`config.mk`:
```
export PLATFORM = sky130hd
export DESIGN_NAME = shift_sub_divider
export DESIGN_NICKNAME = d
export VERILOG_FILES = /design/src/rtl/shift_sub_divider.sv
export SDC_FILE = /design/constraint.sdc
export NUM_CORES = 1
export LEC_CHECK = 0
export BUFFER_PORTS_ARGS = -buffer_cell sky130_fd_sc_hd__clkbuf_2
export CAP_MARGIN = 20
export CORE_ASPECT_RATIO = 0.8
export CORE_UTILIZATION = 40
export CTS_CLUSTER_SIZE = 40
export DETAILED_ROUTE_END_ITERATION = 16
export PLACE_DENSITY_LB_ADDON = 0.12
export SLEW_MARGIN = 20
export SYNTH_ARGS = -nofsm -noshare
export SYNTH_HDL_FRONTEND = slang
export SYNTH_SLANG_ARGS = --single-unit
```
`constraint.sdc`:
```
create_clock -name clk -period 5.6 [get_ports clk]
set_clock_uncertainty 0.1 [all_clocks]
set_input_delay 1.4 -clock clk [delete_from_list [all_inputs] [get_ports clk]]
set_output_delay 1.4 -clock clk [all_outputs]
set_load 0.01 [all_outputs]
```
`src/rtl/shift_sub_divider.sv`:
```
// shift_sub_divider: sequential restoring shift-subtract divider.
// Divides a DIVIDEND_W-bit dividend by a DIVISOR_W-bit divisor, one quotient
// bit per clock, behind a start/busy/done handshake. The result registers hold
// their values between operations. A zero divisor still runs the full,
// constant-latency sequence. It then reports all-ones / zero and raises
// div_by_zero.
// Optional feature macro DIV_SIGNED_EN: with this macro defined, the operands
// are two's complement. The unsigned core runs on the magnitudes, and an extra
// SIGN_FIX state applies truncating-division signs before FINISH.
module shift_sub_divider #(
    parameter int DIVIDEND_W = 8,
    parameter int DIVISOR_W  = 4
) (
    input  logic                  clk,
    input  logic                  rst_n,
    input  logic                  start,
    input  logic [DIVIDEND_W-1:0] dividend,
    input  logic [DIVISOR_W-1:0]  divisor,
    output logic                  busy,
    output logic                  done,
    output logic [DIVIDEND_W-1:0] quotient,
    output logic [DIVISOR_W-1:0]  remainder,
    output logic                  div_by_zero
);

    localparam int CNT_W = (DIVIDEND_W > 1) ? $clog2(DIVIDEND_W) : 1;
    localparam logic [CNT_W-1:0] CNT_LAST = CNT_W'(DIVIDEND_W - 1);
    localparam logic [CNT_W-1:0] CNT_ONE  = CNT_W'(1);

`ifdef DIV_SIGNED_EN
    typedef enum logic [1:0] {
        IDLE     = 2'd0,
        RUN      = 2'd1,
        SIGN_FIX = 2'd2,
        FINISH   = 2'd3
    } state_t;
`else
    typedef enum logic [1:0] {
        IDLE   = 2'd0,
        RUN    = 2'd1,
        FINISH = 2'd2
    } state_t;
`endif

    state_t                state;
    state_t                state_n;

    // Partial remainder P is one bit wider than the divisor, so the shifted
    // value can be compared against the divisor without overflow.
    logic [DIVISOR_W:0]    prem;
    logic [DIVISOR_W:0]    prem_n;
    logic [DIVIDEND_W-1:0] qreg;
    logic [DIVIDEND_W-1:0] qreg_n;
    logic [DIVISOR_W-1:0]  dvsr;
    logic [DIVISOR_W-1:0]  dvsr_n;
    logic [CNT_W-1:0]      count;
    logic [CNT_W-1:0]      count_n;
    logic                  zero_div;
    logic                  zero_div_n;

    logic                  busy_n;
    logic                  done_n;
    logic                  dbz_n;
    logic [DIVIDEND_W-1:0] quotient_n;
    logic [DIVISOR_W-1:0]  remainder_n;

    logic                  load;
    logic [DIVIDEND_W-1:0] cap_dividend;
    logic [DIVISOR_W-1:0]  cap_divisor;
    logic [DIVISOR_W:0]    prem_shift;
    logic [DIVIDEND_W-1:0] q_shift;
    logic [DIVISOR_W+1:0]  trial;

`ifdef DIV_SIGNED_EN
    logic                  neg_quot;
    logic                  neg_quot_n;
    logic                  neg_rem;
    logic                  neg_rem_n;
    logic [DIVIDEND_W-1:0] quot_neg;
    logic [DIVISOR_W-1:0]  rem_mag;
    logic [DIVISOR_W-1:0]  rem_neg;
`endif

    // Condition the operands for capture: the core always sees magnitudes
    always_comb begin
`ifdef DIV_SIGNED_EN
        cap_dividend = dividend[DIVIDEND_W-1] ? -dividend : dividend;
        cap_divisor  = divisor[DIVISOR_W-1]   ? -divisor  : divisor;
`else
        cap_dividend = dividend;
        cap_divisor  = divisor;
`endif
    end

    // One restoring step: shift {P,Q} left and trial-subtract the divisor (sign bit = borrow)
    always_comb begin
        prem_shift = {prem[DIVISOR_W-1:0], qreg[DIVIDEND_W-1]};
        q_shift    = {qreg[DIVIDEND_W-2:0], 1'b0};
        trial      = {prem, qreg[DIVIDEND_W-1]} - {2'b00, dvsr};
    end

`ifdef DIV_SIGNED_EN
    // Negated forms of the unsigned results, used when applying signs
    always_comb begin
        quot_neg = -qreg;
        rem_mag  = prem[DIVISOR_W-1:0];
        rem_neg  = -rem_mag;
    end
`endif

    // Next-state and next-register logic for the divider sequence
    always_comb begin
        state_n     = state;
        prem_n      = prem;
        qreg_n      = qreg;
        dvsr_n      = dvsr;
        count_n     = count;
        zero_div_n  = zero_div;
        busy_n      = busy;
        done_n      = 1'b0;
        dbz_n       = div_by_zero;
        quotient_n  = quotient;
        remainder_n = remainder;
`ifdef DIV_SIGNED_EN
        neg_quot_n  = neg_quot;
        neg_rem_n   = neg_rem;
`endif
        load        = start && ((state == IDLE) || (state == FINISH));

        case (state)
            IDLE: begin
                busy_n = 1'b0;
            end

            RUN: begin
                if (trial[DIVISOR_W+1]) begin
                    prem_n = prem_shift;
                    qreg_n = q_shift;
                end else begin
                    prem_n = trial[DIVISOR_W:0];
                    qreg_n = q_shift | {{(DIVIDEND_W-1){1'b0}}, 1'b1};
                end
                count_n = count - CNT_ONE;
                if (count == '0) begin
`ifdef DIV_SIGNED_EN
                    state_n = SIGN_FIX;
`else
                    state_n = FINISH;
`endif
                end
            end

`ifdef DIV_SIGNED_EN
            SIGN_FIX: begin
                if (neg_quot) begin
                    qreg_n = quot_neg;
                end
                if (neg_rem) begin
                    prem_n = {1'b0, rem_neg};
                end
                state_n = FINISH;
            end
`endif

            FINISH: begin
                quotient_n  = zero_div ? '1 : qreg;
                remainder_n = zero_div ? '0 : prem[DIVISOR_W-1:0];
                dbz_n       = zero_div;
                done_n      = 1'b1;
                busy_n      = 1'b0;
                state_n     = IDLE;
            end

            default: begin
                state_n = IDLE;
                busy_n  = 1'b0;
            end
        endcase

        if (load) begin
            state_n    = RUN;
            busy_n     = 1'b1;
            prem_n     = '0;
            qreg_n     = cap_dividend;
            dvsr_n     = cap_divisor;
            count_n    = CNT_LAST;
            zero_div_n = (divisor == '0);
`ifdef DIV_SIGNED_EN
            neg_quot_n = dividend[DIVIDEND_W-1] ^ divisor[DIVISOR_W-1];
            neg_rem_n  = dividend[DIVIDEND_W-1];
`endif
        end
    end

    // State and datapath registers; reset abandons any division in flight
    always_ff @(posedge clk) begin
        if (!rst_n) begin
            state       <= IDLE;
            prem        <= '0;
            qreg        <= '0;
            dvsr        <= '0;
            count       <= '0;
            zero_div    <= 1'b0;
            busy        <= 1'b0;
            done        <= 1'b0;
            div_by_zero <= 1'b0;
            quotient    <= '0;
            remainder   <= '0;
`ifdef DIV_SIGNED_EN
            neg_quot    <= 1'b0;
            neg_rem     <= 1'b0;
`endif
        end else begin
            state       <= state_n;
            prem        <= prem_n;
            qreg        <= qreg_n;
            dvsr        <= dvsr_n;
            count       <= count_n;
            zero_div    <= zero_div_n;
            busy        <= busy_n;
            done        <= done_n;
            div_by_zero <= dbz_n;
            quotient    <= quotient_n;
            remainder   <= remainder_n;
`ifdef DIV_SIGNED_EN
            neg_quot    <= neg_quot_n;
            neg_rem     <= neg_rem_n;
`endif
        end
    end

endmodule

```
==> results.md, run 1 <==
- Nature of the critical path startpoint: input pin
- Pre-Repair DR Iteration Count: 4
- Average size of a mapped cell: just over 8 um^2
- CP max stage cell: nor2b_2
- CTS buffer count: 5
- Worst slew margin: 0.422
- Syn_nets: between 200 and 250
- Largest net degree at the start of global routing: 33
- Ant diodes: 0
- First-pass GRT wire length: 6040 um
- GP Congestion: ~0.80
- Post-CTS sizing: 0
- Routed Wire Length: 3700 um
- Number of global-route vias before repair: ~1300
- Yosys warnings: 0
- Residual DRC: 0
- Sw frac: 0.282
- Filler cells: 440
- Outcome: finished clean
- Hold-fix buffers, CTS: 0
- Number of max-cap violations: 0
- Area grow syn2layout: 16.4%
- Rows: 20
- Total Routing Usage GR: 0.185
- Dominant synthesized flop cell: dfxtp_1
- Critical path type: in2reg
- Deepest clock path buffer count: 2
- Hold depth: 2
- CP Buf/Inv Count: 1
- WP data required: 5.66 ns
- Seq pwr share: 0.502
- P per Cell Area: about 300 mW/mm^2
- Nets: 255
- Async S/R FF share, synth: 0
- Logic pwr share: 0.169
- Routed Antenna Nets: 0
- Arrival time worst endpoint: roughly 2.7 ns
- FF-to-FF setup slack: roughly 3.6 ns
- Initial core utilization: 0.432
- Peak VDD IR: between 150 and 200 uV
- Final slew viol count: 0
- Core Area: around 0.004 mm^2
- Ordered list of cells on the worst path: clkbuf_2 -> nor2b_2 -> nor2_1 -> a22oi_1 -> a21oi_1
- Unrepaired setup endpoints after global routing: false
- # setup viols final: 0
- Wire per inst: ~13 um
- Post-synth EDFFs: 0
- Htree depth: 2
- Synth Instances: 207
- Lkg Pwr: ~0.0008 uW
- Worst R2R Path Depth: 6
- Yosys reg bits: 38
- Register area share after synthesis: 0.445
- Final hold vios: 0
- R2R Path Start: prem[2]
- Clock network fraction of design power: 0.329
- GRT overflow: 0
- Clk root buf: clkbuf_8
- Clk sinks: 38
- Critical path endpoint category: register
- Setup Total Neg Slack: 0 ns
- Max Freq: 384 MHz
- Commonest cells after routing, fill and taps aside: dfxtp_1, clkbuf_2, nand2_1, a21oi_1
- Placement Setup Slack: approximately 2.3 ns
- Iter 0 DRT Violations: just over 100
- Worst-path maximum fanout: 16
- DR vias: about 1500
- Final cycle utilization of the critical path: 0.465
- CP delay by family, top: simple AND/OR/NAND/NOR gates
- DIE HEIGHT: slightly above 60 um
- Hold endpoint: dvsr[2]
- Final Critical Period: ~2.6 ns
- Number of top-level pins: 30
- Synthesized cell area: between 0.0015 and 0.002 mm^2
- # Post-CTS Setup Buffers: 0
- CTS tree: done
- Reg-to-Reg End: prem[1]
- Port bufs: 29
- Most common cell after layout, fill and taps aside: dfxtp_1
- Initial antenna violation count: 0
- Routed vias/inst: slightly above 5
- Share of cells above drive strength 1: 0.188
- Die X: around 75 um
- Clk_lat worst skew: 0.29 ns
- Hold Crit Class: reg2reg
- CTS clock-pin slew for the worst setup and hold paths: 0.07 ns
- Setup slack after layout: around 3 ns
- Die area: between 0.004 and 0.005 mm^2
- Worst-Margin Slew: slightly below 0.9 ns
- Total internal power: between 400 and 500 uW
- Hold Path Origin: dvsr[2]
- Slowest Stage Delay on Critical Path: between 0.5 and 0.6 ns
- Post-detail-place hpwl: roughly 2600 um
- Post-synthesis cell type count: 34
- Sw power: between 150 and 200 uW
==> power by group through the flow <==
| stage | sequential, uW | combinational (uW) | clock [uW] |
|---|---|---|---|
| 2_1_floorplan | 302 | 74.3 | 0 |
| 3_3_place_gp | 303 | 99.5 | 0 |
| 3_5_place_dp | 303 | 101 | 0 |
| 4_1_cts | 297 | 101 | 200 |
| 5_1_grt | 300 | 114 | 213 |
| 6_report | 297 | 100 | 195 |
==> flip-flops by register name (all words and copies together) (netlist names) <==
signal       count
busy             1
count            3
div_by_zero      1
done             1
dvsr             4
prem             5
qreg             8
quotient         8
remainder        4
state            2
zero_div         1
==> worst max path at each step <==
| stage | start | slack, ns | to | cells past startpoint |
|---|---|---|---|---|
| floorplan | start | 3.10 | count[0] | 7 |
| global placement | start | 2.33 | qreg[0] | 5 |
| detailed placement | start | 2.26 | qreg[0] | 5 |
| global route | start | 2.83 | qreg[0] | 5 |
| finish | start | 2.99 | qreg[0] | 5 |
| CTS | start | 2.55 | qreg[0] | 5 |
==> tightest hold or removal path, cell delays in order (launching register included) <==
cell and delay, ns:
dfxtp_1 0.31, nand2_1 0.05, a21oi_1 0.05
==> kinds of logic (layout without fill, tap and decap cells) <==
| family | after synthesis | in the layout | synth area share |
|---|---|---|---|
| and+or+nand+nor | 88 | 88 | 0.250 |
| AOI/OAI and AO/OA | 50 | 50 | 0.186 |
| DFF | 38 | 38 | 0.445 |
| buffers and inverters | 21 | 48 | 0.0468 |
| adders and majority gates | 7 | 7 | 0.0556 |
| muxes | 2 | 2 | 0.0117 |
| xor gates and xnor gates | 1 | 1 | 0.00513 |
==> through the flow <==
step	power [uW]	utilization	hold slack [ns]	cell area [um^2]	std cells
after floorplan	376	-	0.336	1710	207
after global placement	403	0.478	0.347	1890	281
after CTS	598	0.503	0.360	1990	289
after detailed placement	404	0.478	0.349	1890	281
final	593	0.503	0.357	1990	289
after global routing	626	0.503	0.378	1990	289
==> layout make-up <==
class	instances	area, um^2	area share
Multi-Input combinational cell	148	871	0.438
Sequential cell	38	761	0.382
Timing Repair Buffer	31	160	0.0805
Clock buffer	6	82.6	0.0415
Tap cell	55	68.8	0.0346
Inverter	9	33.8	0.0170
Clock inverter	2	12.5	0.00629
==> routing by layer <==
layer  wire (um)  vias up  track usage
met5           0        -            0
met4          51        0       0.0647
met3         233        7       0.0515
met2        1490       49        0.264
met1        1920      658        0.266
li1            -      772            -
==> Yosys cell counts (2+ instances only) <==
cell	number	area (um^2)
nand2b_1	5	31.3
nand3b_1	4	30.0
clkbuf_1	11	41.3
nand2_1	27	101
mux2i_1	2	20.0
a21oi_1	26	130
a22oi_1	9	67.6
a221oi_1	2	17.5
nand3_1	6	30.0
inv_1	9	33.8
nor2_1	17	63.8
dfxtp_1	38	761
a21o_1	2	15.0
o21ai_0	5	25.0
nor3_1	17	85.1
and3_1	2	12.5
nor2b_1	3	18.8
ha_1	6	75.1
No activity file was read; power rests on OpenSTA's default activity.
==> run 2, diff against run 1 <==
- ABC_AREA: unset -> 1
- clock period: 5.6 -> 2.48 ns (I/O delays scaled with it)
==> results.md, run 2 <==
- Outcome: finished clean
- Htree depth: 2 (unchanged)
- WP data required: 2.60 ns (-3.06 ns)
- Reg-to-Reg End: prem[4]
- Largest net degree at the start of global routing: 21 (-36%)
- Number of top-level pins: 30 (unchanged)
- # Post-CTS Setup Buffers: 0 (unchanged)
- Residual DRC: 0 (unchanged)
- R2R Path Start: qreg[7]
- # setup viols final: 0 (unchanged)
- Syn_nets: 239 (+4.4%)
- Die area: 0.00476 mm^2 (+4.8%)
- P per Cell Area: 751 mW/mm^2 (+150%)
- CTS tree: done
- Core Area: 0.00423 mm^2 (+7.0%)
- Placement Setup Slack: 0.707 ns (-1.55 ns)
- Final hold slack: 0.367 ns (+0.0104 ns)
- Number of global-route vias before repair: 1321 (+5.7%)
- Area contributors post-synth: dfxtp_1, nand2_1, a21oi_1
- Setup Total Neg Slack: 0 ns (unchanged)
- Pwr Total: 1550 uW (+160%)
- Routed Antenna Nets: 0 (unchanged)
- Routed vias/inst: 5.01 (-2.6%)
- Nature of the critical path startpoint: register
- GP Congestion: 0.775 (-2.8%)
- Deepest clock path buffer count: 2 (unchanged)
- Final cycle utilization of the critical path: 0.727
- Critical path endpoint category: register
- Dominant synthesized flop cell: dfxtp_1
- Post-synth EDFFs: 0 (unchanged)
- CP Capture Point: prem[4]
- Worst R2R Path Depth: 11 (+5)
- Filler cells: 429 (-2.5%)
- Commonest cells after routing, fill and taps aside: dfxtp_1, clkbuf_2, nand2_1, nor2_1, inv_1
- Ant diodes: 0 (unchanged)
- Met3 WL: 145 um (-38%)
- Synth top area share: 0.424 (-0.0211)
- Peak VDD IR: 337 uV (+110%)
- Post-CTS sizing: 0 (unchanged)
- Initial core utilization: 0.424 (-0.00814)
- Register area share after synthesis: 0.424 (-0.0211)
- Unrepaired setup endpoints after global routing: false
- Port bufs: 29 (unchanged)
- Clk_lat worst skew: 0.29 ns (about the same)
- Final slew viol count: 0 (unchanged)
- Die X: 76.9 um (+2.4%)
- Wire per inst: 13.3 um (+4.3%)
- Iter 0 DRT Violations: 73 (-29%)
- GRT overflow: 0 (unchanged)
- Arrival time worst endpoint: 1.93 ns (-0.74 ns)
- Area grow syn2layout: 15.2%
- Critical path type: reg2reg
- CTS buffer count: 5 (unchanged)
- Max Freq: between 500 and 600 MHz
- Metal-1 WL: 2200 um (+14%)
- Most common cell after layout, fill and taps aside: dfxtp_1
- Clk root buf: clkbuf_8
- Post-synth top cells: dfxtp_1, nand2_1, nor2_1
- DP Area: 0.00196 mm^2 (+3.5%)
- Nets: 268 (+5.1%)
- Routed Wire Length: 4050 um (+9.7%)
- Met2 Wirelength: 1670 um (+12%)
- Clk sinks: 38 (unchanged)
- DIE HEIGHT: 61.9 um (+2.4%)
- Final hold vios: 0 (unchanged)
- Worst-path maximum fanout: 3 (-13)
- Pre-Repair DR Iteration Count: 4 (unchanged)
- Yosys warnings: 0 (unchanged)
- Hold-fix buffers, CTS: 0 (unchanged)
- Number of max-cap violations: 0 (unchanged)
- FF-to-FF setup slack: 0.68 ns (-2.90 ns)
- Share of cells above drive strength 1: 0.263 (+0.0751)
- Worst slew margin: 0.654 (+0.232)
- Yosys reg bits: 38 (unchanged)
- Most frequent cell after synthesis: dfxtp_1
- Post-detail-place hpwl: 3000 um (+17%)
- Synthesized cell area: 0.00179 mm^2 (+5.0%)
- Top flop regs: qreg: 8 flops, quotient: 8 flops, prem: 5 flops
- Worst-Margin Slew: 0.517 ns (-0.348 ns)
- Top Metal Used: met4
- Synth Instances: 217 (+4.8%)
- Hold Crit Class: reg2reg
- Lkg Pwr: 0.000899 uW (+12%)
- Total Routing Usage GR: 0.182 (-0.00269)
- CTS clock-pin slew for the worst setup and hold paths: 0.07 ns (about the same)
- DR vias: 1522 (+2.4%)
- Final Cell Area: 0.00207 mm^2 (+3.9%)
- Setup slack after layout: 0.677 ns (-2.32 ns)
- Post-synthesis cell type count: 31 (-8.8%)
- Start point of the critical path: qreg[7]
- Async S/R FF share, synth: 0 (unchanged)
- Average size of a mapped cell: 8.27 um^2 (+0.14%)
- First-pass GRT wire length: 6400 um (+5.9%)
- Initial antenna violation count: 0 (unchanged)
- Leading area contributor after synthesis: dfxtp_1
- Rows: 21 (+5.0%)
- Final Critical Period: around 1.8 ns
[run 2: per-stage QoR]
step	cells	util
final	304	0.489
after CTS	304	0.489
after detailed placement	296	0.463
after global routing	304	0.489
after global placement	296	0.463
after floorplan	217	-
[run 2: routing by layer]
metal	up-vias	track usage
met5	-	0
met4	0	0.0742
met3	4	0.0438
met2	32	0.276
met1	697	0.252
li1	789	-
[run 2: how the worst min path moves through the flow]
| stage | from | cells past startpoint | endpoint |
|---|---|---|---|
| after floorplan | dvsr[2] | 2 | dvsr[2] |
| final | remainder[2] | 2 | remainder[2] |
| after global placement | dvsr[2] | 2 | dvsr[2] |
| after detailed placement | remainder[2] | 2 | remainder[2] |
| after global routing | remainder[2] | 2 | remainder[2] |
| after CTS | remainder[2] | 2 | remainder[2] |
[run 2: layout make-up]
cell class | instances | area, um^2 | area share
inverter | 29 | 109 | 0.0527
sequential | 38 | 761 | 0.368
clock inverter | 3 | 40.0 | 0.0194
tap | 57 | 71.3 | 0.0345
multi-input combinational | 142 | 865 | 0.418
timing repair buffer | 30 | 153 | 0.0738
clock buffer | 5 | 68.8 | 0.0333
[run 2: cell families after synthesis]
family / synth area share
flops: 0.424
xor+xnor: 0.00488
fa+ha+maj: 0.0530
buf+inv: 0.0941
simple gates: 0.263
compound gates: 0.161
[run 2: where the power goes]
part           internal [uW]  total, uW  switching, uW
clock network            296        516            220
registers                652        680           27.8
logic                    127        357            230
[run 2: critical path, cell delays in order (launching register included)]
cell,delay (ns)
dfxtp_1,0.34
inv_1,0.10
ha_1,0.15
inv_1,0.07
fa_1,0.41
nand3_1,0.12
nand2_1,0.06
nand2_1,0.06
nand2_1,0.06
nand3_2,0.07
nand3_2,0.08
a21oi_2,0.12
